File: config.mk
export PLATFORM = sky130hd
export DESIGN_NAME = fetch_stage_flat
export DESIGN_NICKNAME = d
export VERILOG_FILES = /design/src/rtl/fetch_stage_pkg.sv /design/src/rtl/fetch_stage_if.sv /design/src/rtl/fetch_stage_if_id_reg.sv /design/src/rtl/fetch_stage.sv /design/src/flat_wrapper.sv
export SDC_FILE = /design/constraint.sdc
export NUM_CORES = 1
export LEC_CHECK = 0
export ABC_CLOCK_PERIOD_IN_PS = 3600
export CAP_MARGIN = 5
export CORE_AREA = 2 2 127 129
export DETAILED_ROUTE_END_ITERATION = 16
export DIE_AREA = 0 0 129 131
export GPL_ROUTABILITY_DRIVEN = 0
export HOLD_SLACK_MARGIN = 0.05
export PLACE_DENSITY = 0.86
export SYNTH_ARGS = -nofsm -noshare
export SYNTH_HDL_FRONTEND = slang
export SYNTH_HIERARCHICAL = 1
export SYNTH_SLANG_ARGS = --single-unit
File: constraint.sdc
create_clock -name Clk -period 3.6 [get_ports Clk]
set_input_delay 0.9 -clock Clk [delete_from_list [all_inputs] [get_ports Clk]]
set_output_delay 0.9 -clock Clk [all_outputs]
set_load 0.02 [all_outputs]
File: src/rtl/fetch_stage_pkg.sv
// Shared pipeline constants for the fetch stage: instruction width,
// FSM state encodings, the bubble instruction and a word-alignment helper.
package fetch_stage_pkg;

    localparam int INSTR_W = 32;

    // Fetch FSM encodings (kept as plain constants for legacy compatibility)
    localparam logic [1:0] ST_WAIT = 2'd0;
    localparam logic [1:0] ST_RUN  = 2'd1;
    localparam logic [1:0] ST_HALT = 2'd2;

    // sll $0,$0,0 : harmless when it reaches decode
    localparam logic [INSTR_W-1:0] NOP_WORD = 32'h0000_0000;

    // Force a byte address onto a word boundary
    function automatic logic [31:0] align_word(input logic [31:0] addr);
        return {addr[31:2], 2'b00};
    endfunction

endpackage

File: src/rtl/fetch_stage_if.sv
// Bundle of instruction-memory, control and IF/ID signals of the fetch stage.
// The master modport is the fetch stage; the slave modport is its environment
// (instruction memory, hazard unit, branch resolution and decode).
//
// There is no valid/ready handshake here: instruction memory answers
// combinationally in the same cycle, Stall is the only backpressure, and
// IF_ID_Valid qualifies the registered instruction every cycle.
interface fetch_stage_if;
    import fetch_stage_pkg::*;

    logic [31:0]        InstrAddr;
    logic [INSTR_W-1:0] InstrData;
    logic               Stall;
    logic               Redirect;
    logic [31:0]        RedirectPC;
    logic               Halt;
    logic [INSTR_W-1:0] IF_ID_Instruction;
    logic [31:0]        IF_ID_PCPlus4;
    logic               IF_ID_Valid;
    logic [31:0]        FetchCount;
    logic [31:0]        FlushCount;
    logic [1:0]         FetchState;   // debug view of the fetch FSM

    modport master (
        output InstrAddr, IF_ID_Instruction, IF_ID_PCPlus4, IF_ID_Valid,
               FetchCount, FlushCount, FetchState,
        input  InstrData, Stall, Redirect, RedirectPC, Halt
    );

    modport slave (
        input  InstrAddr, IF_ID_Instruction, IF_ID_PCPlus4, IF_ID_Valid,
               FetchCount, FlushCount, FetchState,
        output InstrData, Stall, Redirect, RedirectPC, Halt
    );

endinterface

File: src/rtl/fetch_stage_if_id_reg.sv
// IF/ID pipeline register. Flush loads a bubble and wins over load;
// with neither asserted the register holds (stall).
module fetch_stage_if_id_reg #(
    parameter logic [31:0] NOP_WORD = fetch_stage_pkg::NOP_WORD
) (
    input  logic        clk,
    input  logic        rst_n,
    input  logic        load,
    input  logic        flush,
    input  logic [31:0] instr_in,
    input  logic [31:0] pcplus4_in,
    output logic [31:0] instr,
    output logic [31:0] pcplus4,
    output logic        valid
);

    // Capture a fetched instruction, insert a bubble, or hold
    always_ff @(posedge clk or negedge rst_n) begin
        if (!rst_n) begin
            instr   <= NOP_WORD;
            pcplus4 <= 32'd0;
            valid   <= 1'b0;
        end else if (flush) begin
            instr   <= NOP_WORD;
            pcplus4 <= 32'd0;
            valid   <= 1'b0;
        end else if (load) begin
            instr   <= instr_in;
            pcplus4 <= pcplus4_in;
            valid   <= 1'b1;
        end
    end

endmodule

File: src/rtl/fetch_stage.sv
// Instruction-fetch stage: PC register, fetch FSM (WAIT/RUN/HALT),
// redirect/stall/halt handling, fetch and flush event counters, and the
// IF/ID pipeline register feeding decode.
module fetch_stage #(
    parameter logic [31:0] RESET_PC = 32'h0000_0000,
    parameter logic [31:0] NOP_WORD = fetch_stage_pkg::NOP_WORD
) (
    input  logic           Clk,
    input  logic           Reset,
    fetch_stage_if.master  fif
);
    import fetch_stage_pkg::*;

    logic [31:0] pc;
    logic [31:0] pc_next;
    logic [31:0] pc_plus4;
    logic [1:0]  state;
    logic [1:0]  state_next;
    logic        ifid_load;
    logic        ifid_flush;
    logic        fetch_inc;
    logic        flush_inc;
    logic [31:0] fetch_count;
    logic [31:0] flush_count;

    assign pc_plus4       = pc + 32'd4;   // wraps modulo 2^32
    assign fif.InstrAddr  = pc;
    assign fif.FetchState = state;
    assign fif.FetchCount = fetch_count;
    assign fif.FlushCount = flush_count;

    // Next-state, next-PC and IF/ID control; Redirect beats Stall in RUN
    always_comb begin
        pc_next    = pc;
        state_next = state;
        ifid_load  = 1'b0;
        ifid_flush = 1'b0;
        fetch_inc  = 1'b0;
        flush_inc  = 1'b0;
        case (state)
            ST_WAIT: begin
                ifid_flush = 1'b1;
                state_next = ST_RUN;
            end
            ST_RUN: begin
                if (fif.Redirect) begin
                    pc_next    = align_word(fif.RedirectPC);
                    ifid_flush = 1'b1;
                    flush_inc  = 1'b1;
                end else if (!fif.Stall) begin
                    pc_next    = pc_plus4;
                    ifid_load  = 1'b1;
                    fetch_inc  = 1'b1;
                end
                if (fif.Halt) begin
                    state_next = ST_HALT;
                end
            end
            ST_HALT: begin
                ifid_flush = 1'b1;
            end
            default: begin
                // Unused encoding: emit a bubble and restart cleanly
                ifid_flush = 1'b1;
                state_next = ST_WAIT;
            end
        endcase
    end

    // PC and FSM state registers
    always_ff @(posedge Clk or negedge Reset) begin
        if (!Reset) begin
            pc    <= align_word(RESET_PC);
            state <= ST_WAIT;
        end else begin
            pc    <= pc_next;
            state <= state_next;
        end
    end

    // Event counters, both wrapping modulo 2^32
    always_ff @(posedge Clk or negedge Reset) begin
        if (!Reset) begin
            fetch_count <= 32'd0;
            flush_count <= 32'd0;
        end else begin
            if (fetch_inc) fetch_count <= fetch_count + 32'd1;
            if (flush_inc) flush_count <= flush_count + 32'd1;
        end
    end

    fetch_stage_if_id_reg #(
        .NOP_WORD (NOP_WORD)
    ) u_if_id (
        .clk        (Clk),
        .rst_n      (Reset),
        .load       (ifid_load),
        .flush      (ifid_flush),
        .instr_in   (fif.InstrData),
        .pcplus4_in (pc_plus4),
        .instr      (fif.IF_ID_Instruction),
        .pcplus4    (fif.IF_ID_PCPlus4),
        .valid      (fif.IF_ID_Valid)
    );

endmodule

File: src/flat_wrapper.sv
// flat-port wrapper written by rule: the top's interface ports become plain ports
module fetch_stage_flat import fetch_stage_pkg::*;
#(
    parameter logic [31:0] RESET_PC = 32'h0000_0000,
    parameter logic [31:0] NOP_WORD = fetch_stage_pkg::NOP_WORD
)
  (Clk, Reset, fif_InstrAddr, fif_IF_ID_Instruction, fif_IF_ID_PCPlus4, fif_IF_ID_Valid, fif_FetchCount, fif_FlushCount, fif_FetchState, fif_InstrData, fif_Stall, fif_Redirect, fif_RedirectPC, fif_Halt);
  fetch_stage_if fif_i ();
  input  logic Clk;
  input  logic Reset;
  output wire logic [$bits(fif_i.InstrAddr)-1:0] fif_InstrAddr;
  output wire logic [$bits(fif_i.IF_ID_Instruction)-1:0] fif_IF_ID_Instruction;
  output wire logic [$bits(fif_i.IF_ID_PCPlus4)-1:0] fif_IF_ID_PCPlus4;
  output wire logic [$bits(fif_i.IF_ID_Valid)-1:0] fif_IF_ID_Valid;
  output wire logic [$bits(fif_i.FetchCount)-1:0] fif_FetchCount;
  output wire logic [$bits(fif_i.FlushCount)-1:0] fif_FlushCount;
  output wire logic [$bits(fif_i.FetchState)-1:0] fif_FetchState;
  input wire logic [$bits(fif_i.InstrData)-1:0] fif_InstrData;
  input wire logic [$bits(fif_i.Stall)-1:0] fif_Stall;
  input wire logic [$bits(fif_i.Redirect)-1:0] fif_Redirect;
  input wire logic [$bits(fif_i.RedirectPC)-1:0] fif_RedirectPC;
  input wire logic [$bits(fif_i.Halt)-1:0] fif_Halt;
  assign fif_InstrAddr = fif_i.InstrAddr;
  assign fif_IF_ID_Instruction = fif_i.IF_ID_Instruction;
  assign fif_IF_ID_PCPlus4 = fif_i.IF_ID_PCPlus4;
  assign fif_IF_ID_Valid = fif_i.IF_ID_Valid;
  assign fif_FetchCount = fif_i.FetchCount;
  assign fif_FlushCount = fif_i.FlushCount;
  assign fif_FetchState = fif_i.FetchState;
  assign fif_i.InstrData = fif_InstrData;
  assign fif_i.Stall = fif_Stall;
  assign fif_i.Redirect = fif_Redirect;
  assign fif_i.RedirectPC = fif_RedirectPC;
  assign fif_i.Halt = fif_Halt;
  fetch_stage #(.RESET_PC(RESET_PC), .NOP_WORD(NOP_WORD)) u_core (.Clk(Clk), .Reset(Reset), .fif(fif_i));
endmodule
==> out/results.ini <==
[power]
powerDensity_nw_per_um2 = 608
leakagePower_nw = 4.51
ir_drop_v = 0.000413

[synthesis]
synth.distinct_cells = 53
ys.flop_type = dfrtp_1
synth_top_area_share_pct = 51.9
yosys.area.top_type = dfrtp_1
synthCells = 745
ys.warnings.count = 6
synth_area_leaders = dfrtp_1, mux2i_1, xnor2_1
synth-edff-count = 0
synth-seq-area-share_pct = 51.9
syn_avg_cell_area_sq_um = 10.4
synth_area_sq_um = 7760
synth-async-reset-ratio_pct = 100
synth_seq_cells = 161
synth.most_common_cell = dfrtp_1
synthTopCellsByCount = dfrtp_1, nor2_1, mux2i_1

[layout]
drive_gt1_share_pct = 6.00
final_util_pct = 69.9
fin_nets = 1042
antenna_cells = 0
area_delta_synth_final_pct = 40.4
stdcell_count = 1199

[global_routing]
grt_start_max_net_pins = 97
track_usage_pct = 25.5
busiest_layer = met2
grt_overflow = 0
grt_pass1_vias = 6434
grt.met3_usage_pct = 4.93
antenna_found_initial = 0
grt_pass1_wl_microns = 33400
grtUsageMet1_pct = 32.2
grtUsageMet2_pct = 41.8

[placed_design]
hpwl_microns = 14500
io_buffers = 227
dpl.cell_count = 1167

[route]
drt_iter0_drc = 657
routed_wl_microns = 21400
dr.pass1.iters = 6
antenna_left = 0
routedWlPerCell_microns = 17.8
vias_per_cell = 5.48
vias = 6575
drc = 0

[timing]
max_slew_margin_pct = 39.5
fmax_mhz = 362
setup_viol = 0
slew_viol_final = 0
min_period_ns = 2.76
tightest_slew_ns = 0.901
fin_skew_ns = 0.00833
tns_ns = 0
timing.final.crit_share_pct = 76.7
hold_viol = 0
whs_ns = 0.282
grt_setup_unrepaired = false

[critical_path]
crit_fanout = 7
cp_data_arrival_time_ns = 3.11
reg2reg_to = u_core/u_if_id/pcplus4[26]
path_class = primary input to flip-flop
rrSetupSlack_ns = 1.02
cp-end-kind = flip-flop
worstPathRequired_ns = 3.94
start_kind = primary input
reg2reg_depth = 7
r2r_start = u_core/fif.InstrAddr[6]

[clocking]
clk_latency_ns = 0.43
cts_hold_buf = 0
post_cts_buffers = 0
cts.repair.resized = 0
clock-root-buffer = clkbuf_16
cts_tree = done
clockBufferDepth = 2
cts_num_sinks = 161
htreeDepth = 4
cts_buffers = 17
clk_pin_slew_ns = 0.06

[hold_path]
hold_path.class = primary input to async pin

[status]
status = finished clean

[floorplan]
start_util_pct = 49.8
die_w_microns = 129
dieArea_sq_um = 16900
core_sq_um = 15600
chipHeight_microns = 131
row_count = 46
io_pins = 232

[run]
cap_violations = 0

## routing by layer
layer,part of all wire [%],up-vias,wire [microns]
met1,42,3157,8910
li1,-,3040,-
met3,6.7,68,1440
met2,48,310,10200
met4,3.9,0,823
met5,0,-,0
## cell usage in the layout, fill, tap and decap left out, types with 4 or more instances in the layout
| master | instances |
|---|---|
| a31oi_1 | 4 |
| and4_1 | 8 |
| conb_1 | 4 |
| bufinv_16 | 6 |
| inv_1 | 11 |
| and3_1 | 15 |
| clkdlybuf4s50_1 | 225 |
| nand2_1 | 53 |
| a21oi_1 | 13 |
| dfrtp_1 | 161 |
| o311ai_0 | 7 |
| clkbuf_16 | 17 |
| nor2_1 | 107 |
| o22ai_1 | 4 |
| nand3_1 | 40 |
| o21ai_0 | 22 |
| nor3_1 | 19 |
| a22oi_1 | 5 |
| xnor2_1 | 57 |
| mux2i_1 | 67 |
| buf_4 | 14 |
| nor4_1 | 8 |
| nand4_1 | 24 |
| xor2_1 | 33 |
| a311oi_1 | 5 |
## metrics by stage
stage | setup WS, ns | area, sq um | power [W]
detailed placement | 0.414 | 10200 | 0.00452
finish | 0.838 | 10900 | 0.00663
floorplan | 0.809 | 7780 | 0.00362
global placement | 0.467 | 10200 | 0.00447
CTS | 0.850 | 10900 | 0.00666
global route | 0.778 | 10900 | 0.00692
## power by group
part	total [W]	switching, W	internal [W]	leakage, nW
Clock	0.00210	0.000741	0.00136	0.337
Sequential	0.00247	0.000416	0.00205	2.16
Combinational	0.00205	0.00113	0.000920	2.01
## state kept, by name (all words and copies together) (netlist names)
name,flops
u_core/u_if_id/pcplus4,32
u_core/fif.InstrAddr,30
u_core/fif.FlushCount,32
u_core/fif.FetchState,2
u_core/u_if_id/instr,32
u_core/u_if_id/valid,1
u_core/fif.FetchCount,32
## critical path, cell delays in order
cell	delay (ns)
clkdlybuf4s50_1	0.42
or4b_1	0.61
inv_8	0.13
nand2_4	0.06
or4_4	0.63
nor4_4	0.18
xor2_1	0.17
## worst max path at each step
stage                    from  cells past startpoint  slack [ns]                        end
finish              fif_Stall                      7        0.84  u_core/fif.FetchCount[30]
global route        fif_Stall                      7        0.78  u_core/fif.FetchCount[22]
CTS                 fif_Stall                      7        0.85  u_core/fif.FetchCount[24]
detailed placement  fif_Stall                      7        0.41  u_core/fif.FetchCount[24]
global placement    fif_Stall                      7        0.47  u_core/fif.FetchCount[30]
floorplan           fif_Stall                      9        0.81  u_core/fif.FetchCount[30]
## logic make-up after synthesis
| group | share of synthesized area [%] |
|---|---|
| AND/OR/NAND/NOR | 18.7 |
| buffers and inverters | 3.92 |
| XOR/XNOR | 10.2 |
| other | 0.0483 |
| adder cells (fa/ha/maj) | 0.483 |
| AO/OA/AOI/OAI | 6.14 |
| multiplexers | 8.64 |
| flip-flops | 51.9 |
## final cells by class
cell class,instances,area [sq um]
multi-input combinational,535,3450
tap,216,270
sequential,161,4030
inverter,12,52.6
clock buffer,20,467
clock inverter,12,228
timing repair buffer,243,2410
fill,1158,4690
No activity file was read; power rests on OpenSTA's default activity.
